===== config.mk =====
export PLATFORM = sky130hd
export DESIGN_NAME = vgg_result_packer_flat
export DESIGN_NICKNAME = d
export VERILOG_FILES = /design/src/rtl/sde_pkg.sv /design/src/rtl/vgg_result_packer_if.sv /design/src/rtl/vgg_result_packer.sv /design/src/flat_wrapper.sv
export SDC_FILE = /design/constraint.sdc
export NUM_CORES = 2
export LEC_CHECK = 0
export BUFFER_PORTS_ARGS = -buffer_cell sky130_fd_sc_hd__buf_4
export CORE_AREA = 2 2 301 303
export CTS_BUF_LIST = sky130_fd_sc_hd__clkbuf_8
export CTS_CLUSTER_DIAMETER = 100
export CTS_CLUSTER_SIZE = 10
export DETAILED_ROUTE_END_ITERATION = 6
export DIE_AREA = 0 0 303 305
export MAX_ROUTING_LAYER = met4
export PLACE_DENSITY = 0.79
export SLEW_MARGIN = 25
export SYNTH_ARGS = -nofsm -noshare
export SYNTH_HDL_FRONTEND = slang
export SYNTH_SLANG_ARGS = --single-unit

===== constraint.sdc =====
create_clock -name clock -period 3.9 [get_ports clock]
set_clock_uncertainty 0.15 [all_clocks]
set_input_delay 1.17 -clock clock [delete_from_list [all_inputs] [get_ports clock]]
set_output_delay 1.17 -clock clock [all_outputs]
set_load 0.02 [all_outputs]

===== src/rtl/sde_pkg.sv =====
// sde_pkg: shared widths, AXIS beat layout and keep helper for the SDE result path
package sde_pkg;
    localparam int RES_W = 16;
    localparam int AXIS_W = 512;
    localparam int WORDS_PER_BEAT = AXIS_W / RES_W;
    localparam int KEEP_W = AXIS_W / 8;
    localparam int USER_W = 64;

    typedef struct packed {
        logic [AXIS_W-1:0] data;
        logic [KEEP_W-1:0] keep;
        logic [USER_W-1:0] user;
        logic              last;
    } beat_t;

    function automatic logic [KEEP_W-1:0] keep_from_count(input int n);
        logic [KEEP_W-1:0] k;
        for (int i = 0; i < KEEP_W; i++) k[i] = (i < 2 * n) && (n <= WORDS_PER_BEAT);
        return k;
    endfunction
endpackage


===== src/rtl/vgg_result_packer_if.sv =====
// vgg_result_packer_if: narrow result stream in, packed AXIS beat out
interface vgg_result_packer_if #(
    parameter int IN_W = sde_pkg::RES_W,
    parameter int OUT_W = sde_pkg::AXIS_W
);
    logic             in_valid;
    logic             in_ready;
    logic [IN_W-1:0]  in_data;
    logic             out_valid;
    logic             out_ready;
    logic [OUT_W-1:0] out_data;
    logic [OUT_W/8-1:0] out_keep;
    logic [63:0]      out_user;
    logic             out_last;

    modport master (
        output in_valid, in_data, out_ready,
        input  in_ready, out_valid, out_data, out_keep, out_user, out_last
    );

    modport slave (
        input  in_valid, in_data, out_ready,
        output in_ready, out_valid, out_data, out_keep, out_user, out_last
    );
endinterface


===== src/rtl/vgg_result_packer.sv =====
// vgg_result_packer: packs 16-bit results into 512-bit AXIS beats with frame last/keep
module vgg_result_packer
    import sde_pkg::*;
#(
    parameter int IN_W = RES_W,
    parameter int OUT_W = AXIS_W,
    parameter int LEN_W = 24
) (
    input  logic             clock,
    input  logic             reset,
    input  logic [LEN_W-1:0] frame_len,
    input  logic             flush,
    vgg_result_packer_if.slave bus,
    output logic [31:0]      frames_done,
    output logic             idle
);
    localparam int WORDS = OUT_W / IN_W;
    localparam int CNT_W = $clog2(WORDS + 1);
    localparam int IDX_W = $clog2(WORDS);

    logic [WORDS-1:0][IN_W-1:0] asm_buf, buf_n;
    logic [CNT_W-1:0] asm_cnt, cnt_n;
    logic [LEN_W-1:0] fcnt, fcnt_n, flen, flen_eff;
    logic             asm_done, done_n, asm_last, last_n;
    logic             accept, move, out_valid_q;
    logic [15:0]      seq;
    beat_t            out_q;

    // A finished assembly can only leave when the output register is free or draining,
    // and a new word is only refused when a finished assembly is stuck behind it.
    assign move = asm_done && (!out_valid_q || bus.out_ready);
    assign bus.in_ready = !asm_done || !out_valid_q || bus.out_ready;
    assign accept = bus.in_valid && bus.in_ready;
    assign flen_eff = (fcnt == '0) ? frame_len : flen;

    assign bus.out_valid = out_valid_q;
    assign bus.out_data = out_q.data;
    assign bus.out_keep = out_q.keep;
    assign bus.out_user = out_q.user;
    assign bus.out_last = out_q.last;
    assign idle = (asm_cnt == '0) && !out_valid_q;

    // Next assembly: clear on move, place the accepted word, then decide whether it closes
    always_comb begin
        buf_n = move ? '0 : asm_buf;
        cnt_n = move ? '0 : asm_cnt;
        done_n = move ? 1'b0 : asm_done;
        last_n = move ? 1'b0 : asm_last;
        fcnt_n = fcnt;
        if (accept) begin
            buf_n[cnt_n[IDX_W-1:0]] = bus.in_data;
            cnt_n = cnt_n + 1'b1;
            fcnt_n = fcnt + 1'b1;
            done_n = done_n || (cnt_n == CNT_W'(WORDS));
            if (flen_eff != '0 && fcnt_n == flen_eff) begin
                done_n = 1'b1;
                last_n = 1'b1;
                fcnt_n = '0;
            end
        end
        if (flush) begin
            done_n = done_n || (cnt_n != '0);
            last_n = last_n || (cnt_n != '0);
            fcnt_n = '0;
        end
    end

    // Assembly state, output register and frame counters
    always_ff @(posedge clock) begin
        if (reset) begin
            asm_buf <= '0;
            asm_cnt <= '0;
            asm_done <= 1'b0;
            asm_last <= 1'b0;
            fcnt <= '0;
            flen <= '0;
            out_valid_q <= 1'b0;
            out_q <= '0;
            seq <= '0;
            frames_done <= '0;
        end else begin
            asm_buf <= buf_n;
            asm_cnt <= cnt_n;
            asm_done <= done_n;
            asm_last <= last_n;
            fcnt <= fcnt_n;
            if (accept && fcnt == '0) flen <= frame_len;
            if (move) begin
                out_valid_q <= 1'b1;
                out_q <= '{data: asm_buf, keep: keep_from_count(int'(asm_cnt)),
                           user: USER_W'({asm_cnt, seq}), last: asm_last};
                if (asm_last) begin
                    seq <= seq + 1'b1;
                    frames_done <= frames_done + 1'b1;
                end
            end else if (bus.out_ready) begin
                out_valid_q <= 1'b0;
            end
        end
    end
endmodule


===== src/flat_wrapper.sv =====
// flat-port wrapper written by rule: the top's interface ports become plain ports
module vgg_result_packer_flat import sde_pkg::*;
#(
    parameter int IN_W = RES_W,
    parameter int OUT_W = AXIS_W,
    parameter int LEN_W = 24
)
  (clock, reset, frame_len, flush, frames_done, idle, bus_in_valid, bus_in_data, bus_out_ready, bus_in_ready, bus_out_valid, bus_out_data, bus_out_keep, bus_out_user, bus_out_last);
  vgg_result_packer_if #(.IN_W(IN_W), .OUT_W(OUT_W)) bus_i ();
  input  logic clock;
  input  logic reset;
  input  logic [LEN_W-1:0] frame_len;
  input  logic flush;
  output logic [31:0] frames_done;
  output logic idle;
  input wire logic [$bits(bus_i.in_valid)-1:0] bus_in_valid;
  input wire logic [$bits(bus_i.in_data)-1:0] bus_in_data;
  input wire logic [$bits(bus_i.out_ready)-1:0] bus_out_ready;
  output wire logic [$bits(bus_i.in_ready)-1:0] bus_in_ready;
  output wire logic [$bits(bus_i.out_valid)-1:0] bus_out_valid;
  output wire logic [$bits(bus_i.out_data)-1:0] bus_out_data;
  output wire logic [$bits(bus_i.out_keep)-1:0] bus_out_keep;
  output wire logic [$bits(bus_i.out_user)-1:0] bus_out_user;
  output wire logic [$bits(bus_i.out_last)-1:0] bus_out_last;
  assign bus_i.in_valid = bus_in_valid;
  assign bus_i.in_data = bus_in_data;
  assign bus_i.out_ready = bus_out_ready;
  assign bus_in_ready = bus_i.in_ready;
  assign bus_out_valid = bus_i.out_valid;
  assign bus_out_data = bus_i.out_data;
  assign bus_out_keep = bus_i.out_keep;
  assign bus_out_user = bus_i.out_user;
  assign bus_out_last = bus_i.out_last;
  vgg_result_packer #(.IN_W(IN_W), .OUT_W(OUT_W), .LEN_W(LEN_W)) u_core (.clock(clock), .reset(reset), .frame_len(frame_len), .flush(flush), .bus(bus_i), .frames_done(frames_done), .idle(idle));
endmodule

== After elaboration in Yosys (flattened, before gate mapping) ==
Cells that the tools add are included.
Word-level totals
  input bits: 45
  word-level logic and storage cells: 221
  output and inout bits: 676
  flip-flop bits (word level): 1216
Cells by class
  reduce and logical (&&, ||, !) cells: 85
  $add $sub $neg: 4
  equal/unequal tests: 2
  magnitude comparators: 67
  mux-type cells: 19
Operators with widths (count)
  2-to-1 mux 512 bit: 2
  bitwise mux 512 bit: 1
  < comparator 6 x 7 -> 1 bit (first input constant): 32
  < comparator 5 x 7 -> 1 bit (first input constant): 16
  demux 16 bit (select 5 bit): 1
  logical AND 1 bit: 70
  < comparator 4 x 7 -> 1 bit (first input constant): 8
  2-to-1 mux 24 bit: 2
  adder 32 x 1 -> 32 bit (second input constant): 1
  < comparator 3 x 7 -> 1 bit (first input constant): 4
  adder 24 x 1 -> 24 bit (second input constant): 1
  == test 24 bit: 1
  zero test 24 bit: 1
  nonzero test 24 bit: 1
  adder 16 x 1 -> 16 bit (second input constant): 1
  2-to-1 mux 16 bit: 1
  < comparator 1 x 7 -> 1 bit (first input constant): 2
  < comparator 2 x 7 -> 1 bit (first input constant): 2
  2-to-1 mux 6 bit: 2
  2-to-1 mux 1 bit: 10
  adder 6 x 1 -> 6 bit (second input constant): 1
  == test 6 bit (second input constant): 1
  less-or-equal comparator 6 bit (second input constant): 1
  zero test 6 bit: 1
  8 further kinds: 14

== Logic depth before layout (Yosys ltp) ==
  depth after elaboration: 11
  gate-level depth with buffers: 16

== Worst setup path after synthesis ==
No wires, ideal clock.
  kind: register to register
  from: reg u_core.fcnt[0]
  to: reg u_core.fcnt[0]
  stages on the path, launching flop included: 15
  data required time: 3635 ps
  path buffers: 3
  setup time: 115 ps
  slack: 295 ps
  arrival time: 3339 ps
  cells stage by stage: dfxtp_1 -> buf_2 -> inv_1 -> ha_1 -> nor4b_1 -> nand4_1 -> nor2_4 -> mux2i_1 -> xnor3_1 -> or4_1 -> or4_1 -> buf_6 -> o21ai_4 -> buf_8 -> nor2_2
On the way
  cells in the longest elaborated chain, start to end: 5
  elaborated cells on any way between the ends: 7
RTL lines
  start, declared: RTL line vgg_result_packer.sv:23  | logic [LEN_W-1:0] fcnt, fcnt_n, flen, flen_eff;
  start signal, assigned: RTL line vgg_result_packer.sv:86  | fcnt <= fcnt_n;
  branches (longest 4 deep; another with adder 24 x 1 -> 24 bit)
  2-to-1 mux 24 bit *: RTL line vgg_result_packer.sv:55  | if (flen_eff != '0 && fcnt_n == flen_eff) begin
Mark *: on every way between the ends.
A chain may end at the register's enable or synchronous reset.

== Worst setup path after layout ==
  from: reg u_core.fcnt[20]
  to: reg u_core.fcnt[21]
The elaborated chain is that of the path after synthesis.

==> metrics <==
highest routed layer=met4; critical-path cell list=nor4_2 -> nand4_1 -> nor2_4 -> buf_4 -> mux2i_1 -> xnor2_1 -> or4_1 -> or4_1 -> o21ai_4 -> buf_4 -> nor2_2; area fraction of the dominant cell type after synthesis=53.43%; Setup crit start kind=flop; post-synthesis compound-gate area fraction=13.86%; fill count=7956; Routed WL=between 100 and 150 mm; Num CTS Buffers=137; Worst Setup SP=u_core.fcnt[20]$_SDFFE_PP0P_; vias in the first global route=37390; flops & latches, synth=~1200; CTS H-tree lvls=4; Routed Antenna Nets=0; Post-Synth XOR/XNOR Area=1.689%; initial antenna violation count=1; post-synthesis sequential area ratio=53.43%; Slew Limit Fails=0; met3 wire length=12.57 mm; dominant cell type by area after synthesis=dfxtp_1; Vias/cell=5.708; dpl cell area=49900 µm²; failing checks=design-rule violations; worst r2r src=u_core.fcnt[20]$_SDFFE_PP0P_; Max stage delay on crit path=630 ps; total chip power=21.09 mW; Max-Slew Margin vs Limit=31.83%; Vias=41710; worst vdd ir=about 310 µV; R2R depth=11; mux share of post-synthesis cell area=0.2087%; Post-layout nets=6169; Synth Area in Adders=0.2256%; DRT Pass-1 Iters=7; cells after synthesis=5674; Core Region=89320 µm²; Syn-to-layout area delta=17.32%; static leakage=18.56 nW; Finish-stage setup viols=0; M1 wire length=approximately 59 mm; first-pass GRT wire length=216.1 mm; Routed wire per std cell=19.74 µm; Chip Width=303 µm; Reg2Reg Setup Slack=200 ps; pin count of the biggest net entering global routing=261; CP Capture Type=flop; clock sink count=between 1000 and 1500; Finished Layout Cells=7308; required time of the worst setup path=roughly 4400 ps; CP Class=reg2reg; hold path depth=2; WP data arrival=4240 ps; placed insts=7150; DR iter-0 viols=5262; outcome=finished with violations; max cap viols=0; CP Buf/Inv Count=2; Final Hold Fails=0; largest family of logic cells by synthesized area=simple AND/OR/NAND/NOR gates; r2r endpoint=u_core.fcnt[21]$_SDFFE_PP0P_; HP Start=u_core.asm_buf[482]$_SDFF_PP0_; delay-heaviest family, CP=simple AND/OR/NAND/NOR gates; ratio of final minimum period to clock period=94.90%; hold path endpoint=u_core.bus.out_data[482]$_SDFFE_PP0P_; HPWL Detailed=between 80 and 90 mm; warnings from Yosys=0; num rows=110; simple-gate area share of the yosys netlist=approximately a quarter; commonest cells after routing, fill and taps aside=nand2_1, dfxtp_1, a21oi_1; Die H=approximately 310 µm; CTS tree=yes; FMAX=270.2 MHz; DIE AREA=92420 µm²; Port Buffers=about 680; DR DRC count=74; GR Util All Layers=30.66%; boundary pin count=721; EDFF count, synth=0; detailed-routed wire length on met2=66.64 mm; Yosys cell types=slightly above 60; placer congestion estimate=0.8861; Syn Area/Cell=7.819 µm²; Power per Cell Area=405.2 nW/µm²; synthesized area=about 44000 µm²; Clock Pin Slew Worst Setup and Hold Paths=70 ps; ys async rst share=0%; slowest CP cell=or4_1; Root Driver=clkbuf_8; worst hold slack=~260 ps; worst hold path type=reg2reg; fin area=between 50000 and 60000 µm²; most common cell after layout, fill and taps aside=nand2_1; gr ovfl total=0; RSZ-0062 raised after global routing=false; initial core utilization=49.67%; CP max FO=7; largest cells by area after synthesis=dfxtp_1, nand2_1, a21oi_1; clock insertion delay at the later pin of the skew report=820 ps; main flop type after synthesis=dfxtp_1; layout cell share with drive strength beyond 1=between 15 and 20%; CTS Buffer Depth=3; Worst-Margin Slew=between 1000 and 1500 ps; Final Critical Period=3701 ps
[logic make-up after synthesis]
logic type / count (synthesis)
AND/OR/NAND/NOR: 2621
buffers and inverters: 564
multiplexers: 9
adder cells (fa/ha/maj): 8
XOR/XNOR: 84
other: 1
AO/OA/AOI/OAI: 1203
flip-flops: 1184
[sequential cells by signal (all words and copies together) (netlist names), 6 cells and up]
name and cells:
u_core.fcnt 24, u_core.bus.out_data 512, u_core.asm_cnt 6, u_core.bus.out_keep 32, u_core.frames_done 32, u_core.asm_buf 512
u_core.flen 24, u_core.bus.out_user 22, u_core.seq 16
[power by group]
group / internal (mW) / switching, mW
Sequential: 12.1 / 0.0526
Combinational: 0.246 / 1.10
Clock: 3.25 / 4.30
Total: 15.6 / 5.45
[routing by layer]
layer,GRT usage (%),up-vias
li1,-,19510
met1,40.23,19830
met2,46.42,2026
met3,5.247,341
met4,13.25,0
met5,-,-
[area by class of cell]
type | count | area (µm²) | share of cell area [%]
Antenna cell | 2 | 5.005 | 0.009616
Clock inverter | 13 | 137.6 | 0.2644
Inverter | 12 | 45.04 | 0.08654
Multi-Input combinational cell | 3967 | 18420 | 35.39
Clock buffer | 140 | 1927 | 3.702
Timing Repair Buffer | 814 | 6339 | 12.18
Sequential cell | 1184 | 23700 | 45.54
Tap cell | 1176 | 1471 | 2.827
[worst register-to-register path, cell delays in order (launching register included)]
cell     delay (ps)
dfxtp_1         420
nor4_2          420
nand4_1         260
nor2_4          200
buf_4           180
mux2i_1         320
xnor2_1         110
or4_1           490
or4_1           630
o21ai_4         160
buf_4           210
nor2_2           50
[cells in the mapped netlist (4+ instances only)]
master       n
nand2b_1     7
a21oi_1   1124
buf_4       80
and3_1      26
nand4b_1     5
or3_1       12
a21boi_0     4
nand4_1     29
o21ai_0     28
a311oi_1     4
nor2_1     132
and4_1       6
dfxtp_1   1184
buf_2       13
or2_2        4
buf_1       45
xor2_1      43
xnor2_1     40
nor4_1      27
nor3_1      23
and2_1       6
nand2_1   1722
nor2_2      10
clkbuf_1   412
o21ai_1     11
a31oi_1      4
mux2i_1      7
inv_1       11
nor4b_1      5
nand3_1    589
a211oi_1     5
ha_1         8
[stage by stage]
| step | setup TNS [ps] | setup WS [ps] | util [%] |
|---|---|---|---|
| floorplan | 0 | 295.4 | - |
| global placement | 0 | 60.23 | 55.86 |
| detailed placement | -409.7 | -48.35 | 55.86 |
| CTS | 0 | 121.6 | 58.19 |
| global route | 0 | 53.84 | 58.27 |
| finish | 0 | 198.7 | 58.27 |
[timing repair]
| item | in CTS | in global routing |
|---|---|---|
| setup endpoints to repair | 12 | 24 |
| pin swaps | 0 | 2 |
| gates resized for setup | 3 | 6 |
| hold buffers | 0 | 0 |
| setup buffers | 0 | 2 |
[worst max-delay path by stage]
stage	endpoint	depth (start not counted)
floorplan	u_core.fcnt[0]$_SDFFE_PP0P_	14
global placement	u_core.fcnt[3]$_SDFFE_PP0P_	10
detailed placement	u_core.fcnt[3]$_SDFFE_PP0P_	10
CTS	u_core.fcnt[21]$_SDFFE_PP0P_	10
global route	u_core.fcnt[11]$_SDFFE_PP0P_	13
finish	u_core.fcnt[21]$_SDFFE_PP0P_	11
(Power assumes the default switching activity.)
